File: config.mk
export PLATFORM = sky130hd
export DESIGN_NAME = fetch_stage_flat
export DESIGN_NICKNAME = d
export VERILOG_FILES = /design/src/rtl/fetch_pkg.sv /design/src/rtl/fetch_stage_if.sv /design/src/rtl/if_id_reg.sv /design/src/rtl/fetch_stage.sv /design/src/flat_wrapper.sv
export SDC_FILE = /design/constraint.sdc
export NUM_CORES = 1
export LEC_CHECK = 0
export BUFFER_PORTS_ARGS = -buffer_cell sky130_fd_sc_hd__buf_2
export CORE_UTILIZATION = 45
export DETAILED_ROUTE_END_ITERATION = 10
export PLACE_DENSITY = 0.79
export SLEW_MARGIN = 10
export SYNTH_ARGS = -nofsm -noshare
export SYNTH_HDL_FRONTEND = slang
export SYNTH_SLANG_ARGS = --single-unit
File: constraint.sdc
create_clock -name clk -period 2.27 [get_ports clk]
set_input_delay 0.454 -clock clk [delete_from_list [all_inputs] [get_ports clk]]
set_output_delay 0.454 -clock clk [all_outputs]
set_load 0.005 [all_outputs]
File: src/rtl/fetch_pkg.sv
// Shared definitions for the instruction-fetch stage.
//   fetch_state_e     : fetch FSM state encoding
//   DEFAULT_RESET_PC  : default PC after reset
//   DEFAULT_NOP_INSTR : default bubble instruction word
//   PC_INCR           : sequential PC step (one 32-bit word)
//   word_align()      : clears address bits [1:0]
package fetch_pkg;

    typedef enum logic {
        FETCH = 1'b0,
        HOLD  = 1'b1
    } fetch_state_e;

    localparam logic [31:0] DEFAULT_RESET_PC  = 32'h0000_0000;
    localparam logic [31:0] DEFAULT_NOP_INSTR = 32'h0000_0000;
    localparam logic [31:0] PC_INCR           = 32'd4;
    localparam logic [31:0] PC_ALIGN_MASK     = 32'hFFFF_FFFC;

    function automatic logic [31:0] word_align(input logic [31:0] addr);
        return addr & PC_ALIGN_MASK;
    endfunction

endpackage

File: src/rtl/fetch_stage_if.sv
// Instruction-memory request/acknowledge bus.
//   imem_req   : fetch request valid (master -> slave)
//   imem_addr  : word-aligned fetch address (master -> slave)
//   imem_ack   : data for imem_addr returned this cycle (slave -> master)
//   imem_rdata : instruction word, valid with imem_ack (slave -> master)
interface fetch_stage_if;

    logic        imem_req;
    logic [31:0] imem_addr;
    logic        imem_ack;
    logic [31:0] imem_rdata;

    modport master (
        output imem_req,
        output imem_addr,
        input  imem_ack,
        input  imem_rdata
    );

    modport slave (
        input  imem_req,
        input  imem_addr,
        output imem_ack,
        output imem_rdata
    );

endinterface

File: src/rtl/if_id_reg.sv
// IF/ID pipeline register: instruction word, next PC and valid flag.
//   clk, rst   : clock, synchronous active-high reset
//   flush      : insert a bubble (dr = NOP_INSTR, dr_valid = 0, npc kept)
//   load       : capture load_instr/load_npc as a valid instruction
//   (neither)  : hold current contents
//   dr, npc, dr_valid : register outputs
// flush wins over load.
module if_id_reg
    import fetch_pkg::*;
#(
    parameter logic [31:0] NOP_INSTR = DEFAULT_NOP_INSTR
) (
    input  logic        clk,
    input  logic        rst,
    input  logic        flush,
    input  logic        load,
    input  logic [31:0] load_instr,
    input  logic [31:0] load_npc,
    output logic [31:0] dr,
    output logic [31:0] npc,
    output logic        dr_valid
);

    logic [31:0] dr_q, dr_d;
    logic [31:0] npc_q, npc_d;
    logic        dr_valid_q, dr_valid_d;

    always_comb begin
        dr_d       = dr_q;
        npc_d      = npc_q;
        dr_valid_d = dr_valid_q;
        if (flush) begin
            dr_d       = NOP_INSTR;
            dr_valid_d = 1'b0;
        end else if (load) begin
            dr_d       = load_instr;
            npc_d      = load_npc;
            dr_valid_d = 1'b1;
        end
    end

    always_ff @(posedge clk) begin
        if (rst) begin
            dr_q       <= NOP_INSTR;
            npc_q      <= 32'h0000_0000;
            dr_valid_q <= 1'b0;
        end else begin
            dr_q       <= dr_d;
            npc_q      <= npc_d;
            dr_valid_q <= dr_valid_d;
        end
    end

    assign dr       = dr_q;
    assign npc      = npc_q;
    assign dr_valid = dr_valid_q;

endmodule

File: src/rtl/fetch_stage.sv
// Instruction-fetch stage: owns the PC, issues word fetches over imem and
// fills the IF/ID register for decode.
//   clk, rst    : clock, synchronous active-high reset
//   stall       : decode stall, freezes DR/npc/dr_valid
//   redirect    : branch/jump taken, flush and reload PC from redirect_pc
//   redirect_pc : redirect target (bits [1:0] ignored)
//   imem        : instruction-memory bus (master side)
//   DR, npc, dr_valid : IF/ID register outputs
//
// state | meaning
// ------+-------------------------------------------------------------
// FETCH | request outstanding at pc; IF/ID accepts new words
// HOLD  | word fetched while decode stalled sits in hold buffer; no req
module fetch_stage
    import fetch_pkg::*;
#(
    parameter logic [31:0] RESET_PC  = DEFAULT_RESET_PC,
    parameter logic [31:0] NOP_INSTR = DEFAULT_NOP_INSTR
) (
    input  logic                 clk,
    input  logic                 rst,
    input  logic                 stall,
    input  logic                 redirect,
    input  logic [31:0]          redirect_pc,
    fetch_stage_if.master        imem,
    output logic [31:0]          DR,
    output logic [31:0]          npc,
    output logic                 dr_valid
);

    fetch_state_e state_q, state_d;
    logic [31:0]  pc_q, pc_d;
    logic [31:0]  hold_instr_q, hold_instr_d;
    logic [31:0]  hold_npc_q, hold_npc_d;

    logic [31:0]  pc_inc;
    logic         ifid_flush;
    logic         ifid_load;
    logic [31:0]  ifid_instr;
    logic [31:0]  ifid_npc;

    assign pc_inc = pc_q + PC_INCR;

    always_comb begin
        state_d      = state_q;
        pc_d         = pc_q;
        hold_instr_d = hold_instr_q;
        hold_npc_d   = hold_npc_q;
        ifid_flush   = 1'b0;
        ifid_load    = 1'b0;
        ifid_instr   = imem.imem_rdata;
        ifid_npc     = pc_inc;

        if (redirect) begin
            // Any ack this cycle belongs to the wrong path and is dropped.
            pc_d         = word_align(redirect_pc);
            state_d      = FETCH;
            hold_instr_d = 32'h0000_0000;
            hold_npc_d   = 32'h0000_0000;
            ifid_flush   = 1'b1;
        end else begin
            unique case (state_q)
                FETCH: begin
                    if (imem.imem_ack) begin
                        pc_d = pc_inc;
                        if (stall) begin
                            // Decode cannot take the word; park it and stop
                            // requesting until it drains.
                            hold_instr_d = imem.imem_rdata;
                            hold_npc_d   = pc_inc;
                            state_d      = HOLD;
                        end else begin
                            ifid_load = 1'b1;
                        end
                    end else if (!stall) begin
                        ifid_flush = 1'b1;
                    end
                end
                HOLD: begin
                    if (!stall) begin
                        ifid_load  = 1'b1;
                        ifid_instr = hold_instr_q;
                        ifid_npc   = hold_npc_q;
                        state_d    = FETCH;
                    end
                end
                default: state_d = FETCH;
            endcase
        end
    end

    always_ff @(posedge clk) begin
        if (rst) begin
            state_q      <= FETCH;
            pc_q         <= word_align(RESET_PC);
            hold_instr_q <= 32'h0000_0000;
            hold_npc_q   <= 32'h0000_0000;
        end else begin
            state_q      <= state_d;
            pc_q         <= pc_d;
            hold_instr_q <= hold_instr_d;
            hold_npc_q   <= hold_npc_d;
        end
    end

    assign imem.imem_req  = (state_q == FETCH);
    assign imem.imem_addr = pc_q;

    if_id_reg #(
        .NOP_INSTR (NOP_INSTR)
    ) u_if_id_reg (
        .clk        (clk),
        .rst        (rst),
        .flush      (ifid_flush),
        .load       (ifid_load),
        .load_instr (ifid_instr),
        .load_npc   (ifid_npc),
        .dr         (DR),
        .npc        (npc),
        .dr_valid   (dr_valid)
    );

endmodule

File: src/flat_wrapper.sv
// flat-port wrapper written by rule: the top's interface ports become plain ports
module fetch_stage_flat import fetch_pkg::*;
#(
    parameter logic [31:0] RESET_PC  = DEFAULT_RESET_PC,
    parameter logic [31:0] NOP_INSTR = DEFAULT_NOP_INSTR
)
  (clk, rst, stall, redirect, redirect_pc, DR, npc, dr_valid, imem_imem_req, imem_imem_addr, imem_imem_ack, imem_imem_rdata);
  fetch_stage_if imem_i ();
  input  logic clk;
  input  logic rst;
  input  logic stall;
  input  logic redirect;
  input  logic [31:0] redirect_pc;
  output logic [31:0] DR;
  output logic [31:0] npc;
  output logic dr_valid;
  output wire logic [$bits(imem_i.imem_req)-1:0] imem_imem_req;
  output wire logic [$bits(imem_i.imem_addr)-1:0] imem_imem_addr;
  input wire logic [$bits(imem_i.imem_ack)-1:0] imem_imem_ack;
  input wire logic [$bits(imem_i.imem_rdata)-1:0] imem_imem_rdata;
  assign imem_imem_req = imem_i.imem_req;
  assign imem_imem_addr = imem_i.imem_addr;
  assign imem_i.imem_ack = imem_imem_ack;
  assign imem_i.imem_rdata = imem_imem_rdata;
  fetch_stage #(.RESET_PC(RESET_PC), .NOP_INSTR(NOP_INSTR)) u_core (.clk(clk), .rst(rst), .stall(stall), .redirect(redirect), .redirect_pc(redirect_pc), .imem(imem_i), .DR(DR), .npc(npc), .dr_valid(dr_valid));
endmodule
==> summary.txt <==
Setup Skew: 0.008485 ns
Leakage power: 0.003434 uW
Pwr/cell area: 775.2 nW/um^2
Highest Clock Rate: 481.3 MHz
Slowest cell on the critical path: nor4_1
Std cell rows: 45
Antenna viol nets, final: 0
Final setup fails: 0
WP data arrival: 2.36 ns
GRT overflow: 0
Final Util: 58.33%
CTS tree: built
Post-synthesis mux area share: 5.252%
Cell Area, Synth: 7052 um^2
Worst-case reg-to-reg path depth: 5
DR vias: 6632
Number of synthesized flops with an enable pin: 0
#FFs+latches synth: 160
Sw Ratio: 23.98%
First-pass GRT wire length: 32030 um
Crit start category: register
Worst path top cell family by delay: simple AND/OR/NAND/NOR gates
Final Hold Violating Endpoints: 0
Final period util: 91.53%
Clk pwr share: 47.7%
Crit-path cells: and3_1 -> nand4_2 -> nor4_1 -> xnor2_1 -> o22ai_1
Compound-Gate Fraction of Synth Area: 18.93%
HPWL after DPL: 13480 um
Largest net degree at the start of global routing: 79
Tmin final: 2.078 ns
Worst Setup End Kind: register
Register area share after synthesis: 45.42%
Syn Area/Cell: 8.425 um^2
Layout cells sized above 1: 24.75%
TNS Setup: 0 ns
Ys Warns: 0
Area of the multi-input gates: 3510 um^2
Wire length per cell: 16.19 um
Clk pin slew, worst setup/hold paths: 0.07 ns
Post-Synth Simple-Gate Area: 19.09%
Diode count: 0
Clock sinks: 160
Slew HR: 64.13%
Post-synthesis cell count: 837
Worst Path Buf+Inv: 0
Number of max-cap violations: 0
Non-Filler Instances: 1213
Routability Congestion: 0.9104
CTS max path bufs: 2
Adder-Cell Fraction of Synth Area: 0.1774%
Vias/cell: 5.467
CTS Root Cell: clkbuf_16
CP max FO: 13
Least-Margin Pin Slew: 0.5331 ns
Post-layout net count: 1059
IO Pins: 167
Vias in the first global route: 6295
Unrepaired setup endpoints after global routing: no
WL final: 19640 um
# placed instances: 1181
Die W: 127.2 um
Setup CP Type: reg -> reg
Die H: 127.2 um
Register Area: 3203 um^2
Final Max Tran Viols: 0
Post-synth cell types: 47
Switching power: 1655 uW
Post-synthesis async set-or-reset flop share: 0%
Fillcell total: 1329
GRT Total Usage: 25.19%
IO Port Bufs: 162
Htree depth: 4
Setup bufs post-CTS: 0
Clock latency on the worst-skew pair: 0.43 ns
Area of the die: 16170 um^2
Placeable Area: 15260 um^2
Top FF cell, synth: dfxtp_1
Required time worst endpoint: 2.55 ns
Residual DRC count: 0
Cts repair resizes: 0
CP Depth: 5
Hold_buf cts: 0
Initial antenna violation count: 1
Worst Hold Depth: 3
Largest family of logic cells by synthesized area: simple AND/OR/NAND/NOR gates
Maximum vdd drop: 0.5989 mV
HP Class: in -> reg
Slowest stage delay, CP: 0.55 ns
DR pass1 iterations: 5
Drt initial violations: 558
Logic gate share of total power: 9.1%
Inserted Clock Buffers: 17
Starting density of the core: 46.22%
P_int: 5244 uW
Area added between synthesis and finish: 26.21%
Flop pwr share: 43.1%
Result of the run: finished, final reports clean
Post-synthesis xor/xnor area fraction: 5.837%
-- layout make-up --
| class | count | area share (%) |
|---|---|---|
| multi-input cells | 592 | 39.43 |
| flip-flops and latches | 160 | 35.99 |
| repair buffers | 204 | 13.36 |
| clock buffers | 17 | 4.780 |
| well taps | 211 | 2.966 |
| clock inverters | 15 | 2.882 |
| inverters | 14 | 0.5905 |
-- sequential cells by signal (all words and copies together), names as in the netlist --
register	count
u_core.u_if_id_reg.npc	32
u_core.u_if_id_reg.dr	32
u_core.state_q	1
u_core.imem.imem_addr	30
u_core.hold_instr_q	32
u_core.u_if_id_reg.dr_valid	1
u_core.hold_npc_q	32
-- layer usage --
metal	share of wire, %	global-route usage, %	vias to the layer above
met4	3.3	11.83	2
met5	0.066	0	-
met2	45	38.49	250
met1	45	34.07	3060
li1	-	-	3269
met3	6.6	5.235	51
-- stage by stage --
step | cell area [um^2] | worst slack (ns) | hold slack, ns | total power [uW]
final | 8900 | 0.1923 | 0.2309 | 6899
after global routing | 8900 | 0.04098 | 0.2408 | 7137
after CTS | 8900 | 0.2119 | 0.2234 | 6916
after detailed placement | 8218 | 0.1813 | 0.4457 | 3658
after global placement | 8218 | 0.2127 | 0.4362 | 3645
after floorplan | 7056 | 0.3800 | 0.4360 | 3374
-- power groups by stage --
stage          Clock [uW]  Combinational, uW  Sequential [uW]
5_1_grt              3450                698             2990
2_1_floorplan           0                341             3030
4_1_cts              3310                627             2970
3_3_place_gp            0                611             3030
3_5_place_dp            0                622             3040
6_report             3290                631             2980
-- worst min-delay path: cells and delay by family --
family,cells,cell delay [ns]
AO/OA/AOI/OAI,1,0.06
AND/OR/NAND/NOR,1,0.04
buffers and inverters,1,0.07
-- path summary, 6_finish.rpt --
check	start	to	slack, ns
worst max-delay path	u_core.imem.imem_addr[17]	u_core.u_if_id_reg.npc[30]	0.19
worst min-delay path	redirect_pc[27]	u_core.imem.imem_addr[27]	0.23
worst max register to register	u_core.imem.imem_addr[17]	u_core.u_if_id_reg.npc[30]	0.19
worst min register to register	u_core.u_if_id_reg.npc[2]	u_core.u_if_id_reg.npc[2]	0.45
-- logic make-up (layout without fill, tap and decap cells) --
family                     after synthesis  after routing
and+or+nand+nor                        287            287
AOI/OAI and AO/OA                      218            218
DFF                                    160            160
buffers and inverters                   86            250
xor gates and xnor gates                47             47
muxes                                   37             37
adders and majority gates                1              1
other                                    1              2
-- layout by cell type (no fill, tap or decap), types with 5 or more instances in the layout --
cell       count
nor4_1        17
and3_1         9
nand3_1       16
dfxtp_1      160
xnor2_1       36
nor2_1        82
mux2i_1       37
buf_12         5
a211oi_1      54
nor3_1        13
or3_1         11
nand4_1        9
o21ai_0       46
buf_2        162
bufinv_16      6
nand2_1      108
clkbuf_16     17
a21oi_1       74
xor2_1        11
a22oi_1       16
buf_4         37
inv_1         13
o22ai_1       13
-- cells in the mapped netlist (all sizes together) (4+ instances only) --
cell type,number,area share (%)
nand2,109,5.8
and3,9,0.80
nor3,14,0.99
nand4,12,1.5
nor2,83,4.5
nor4,18,1.7
a22oi,16,1.7
buf,20,1.7
and4,4,0.51
o22ai,13,1.2
nand3,16,1.1
inv,13,0.69
or3,11,0.98
dfxtp,160,45
and2,4,0.35
clkbuf,52,2.8
a21oi,74,5.3
xor2,11,1.4
mux2i,37,5.3
a211oi,54,5.7
o21ai,46,3.3
xnor2,36,4.5
Note: power is estimated with default switching activity, not from simulation.
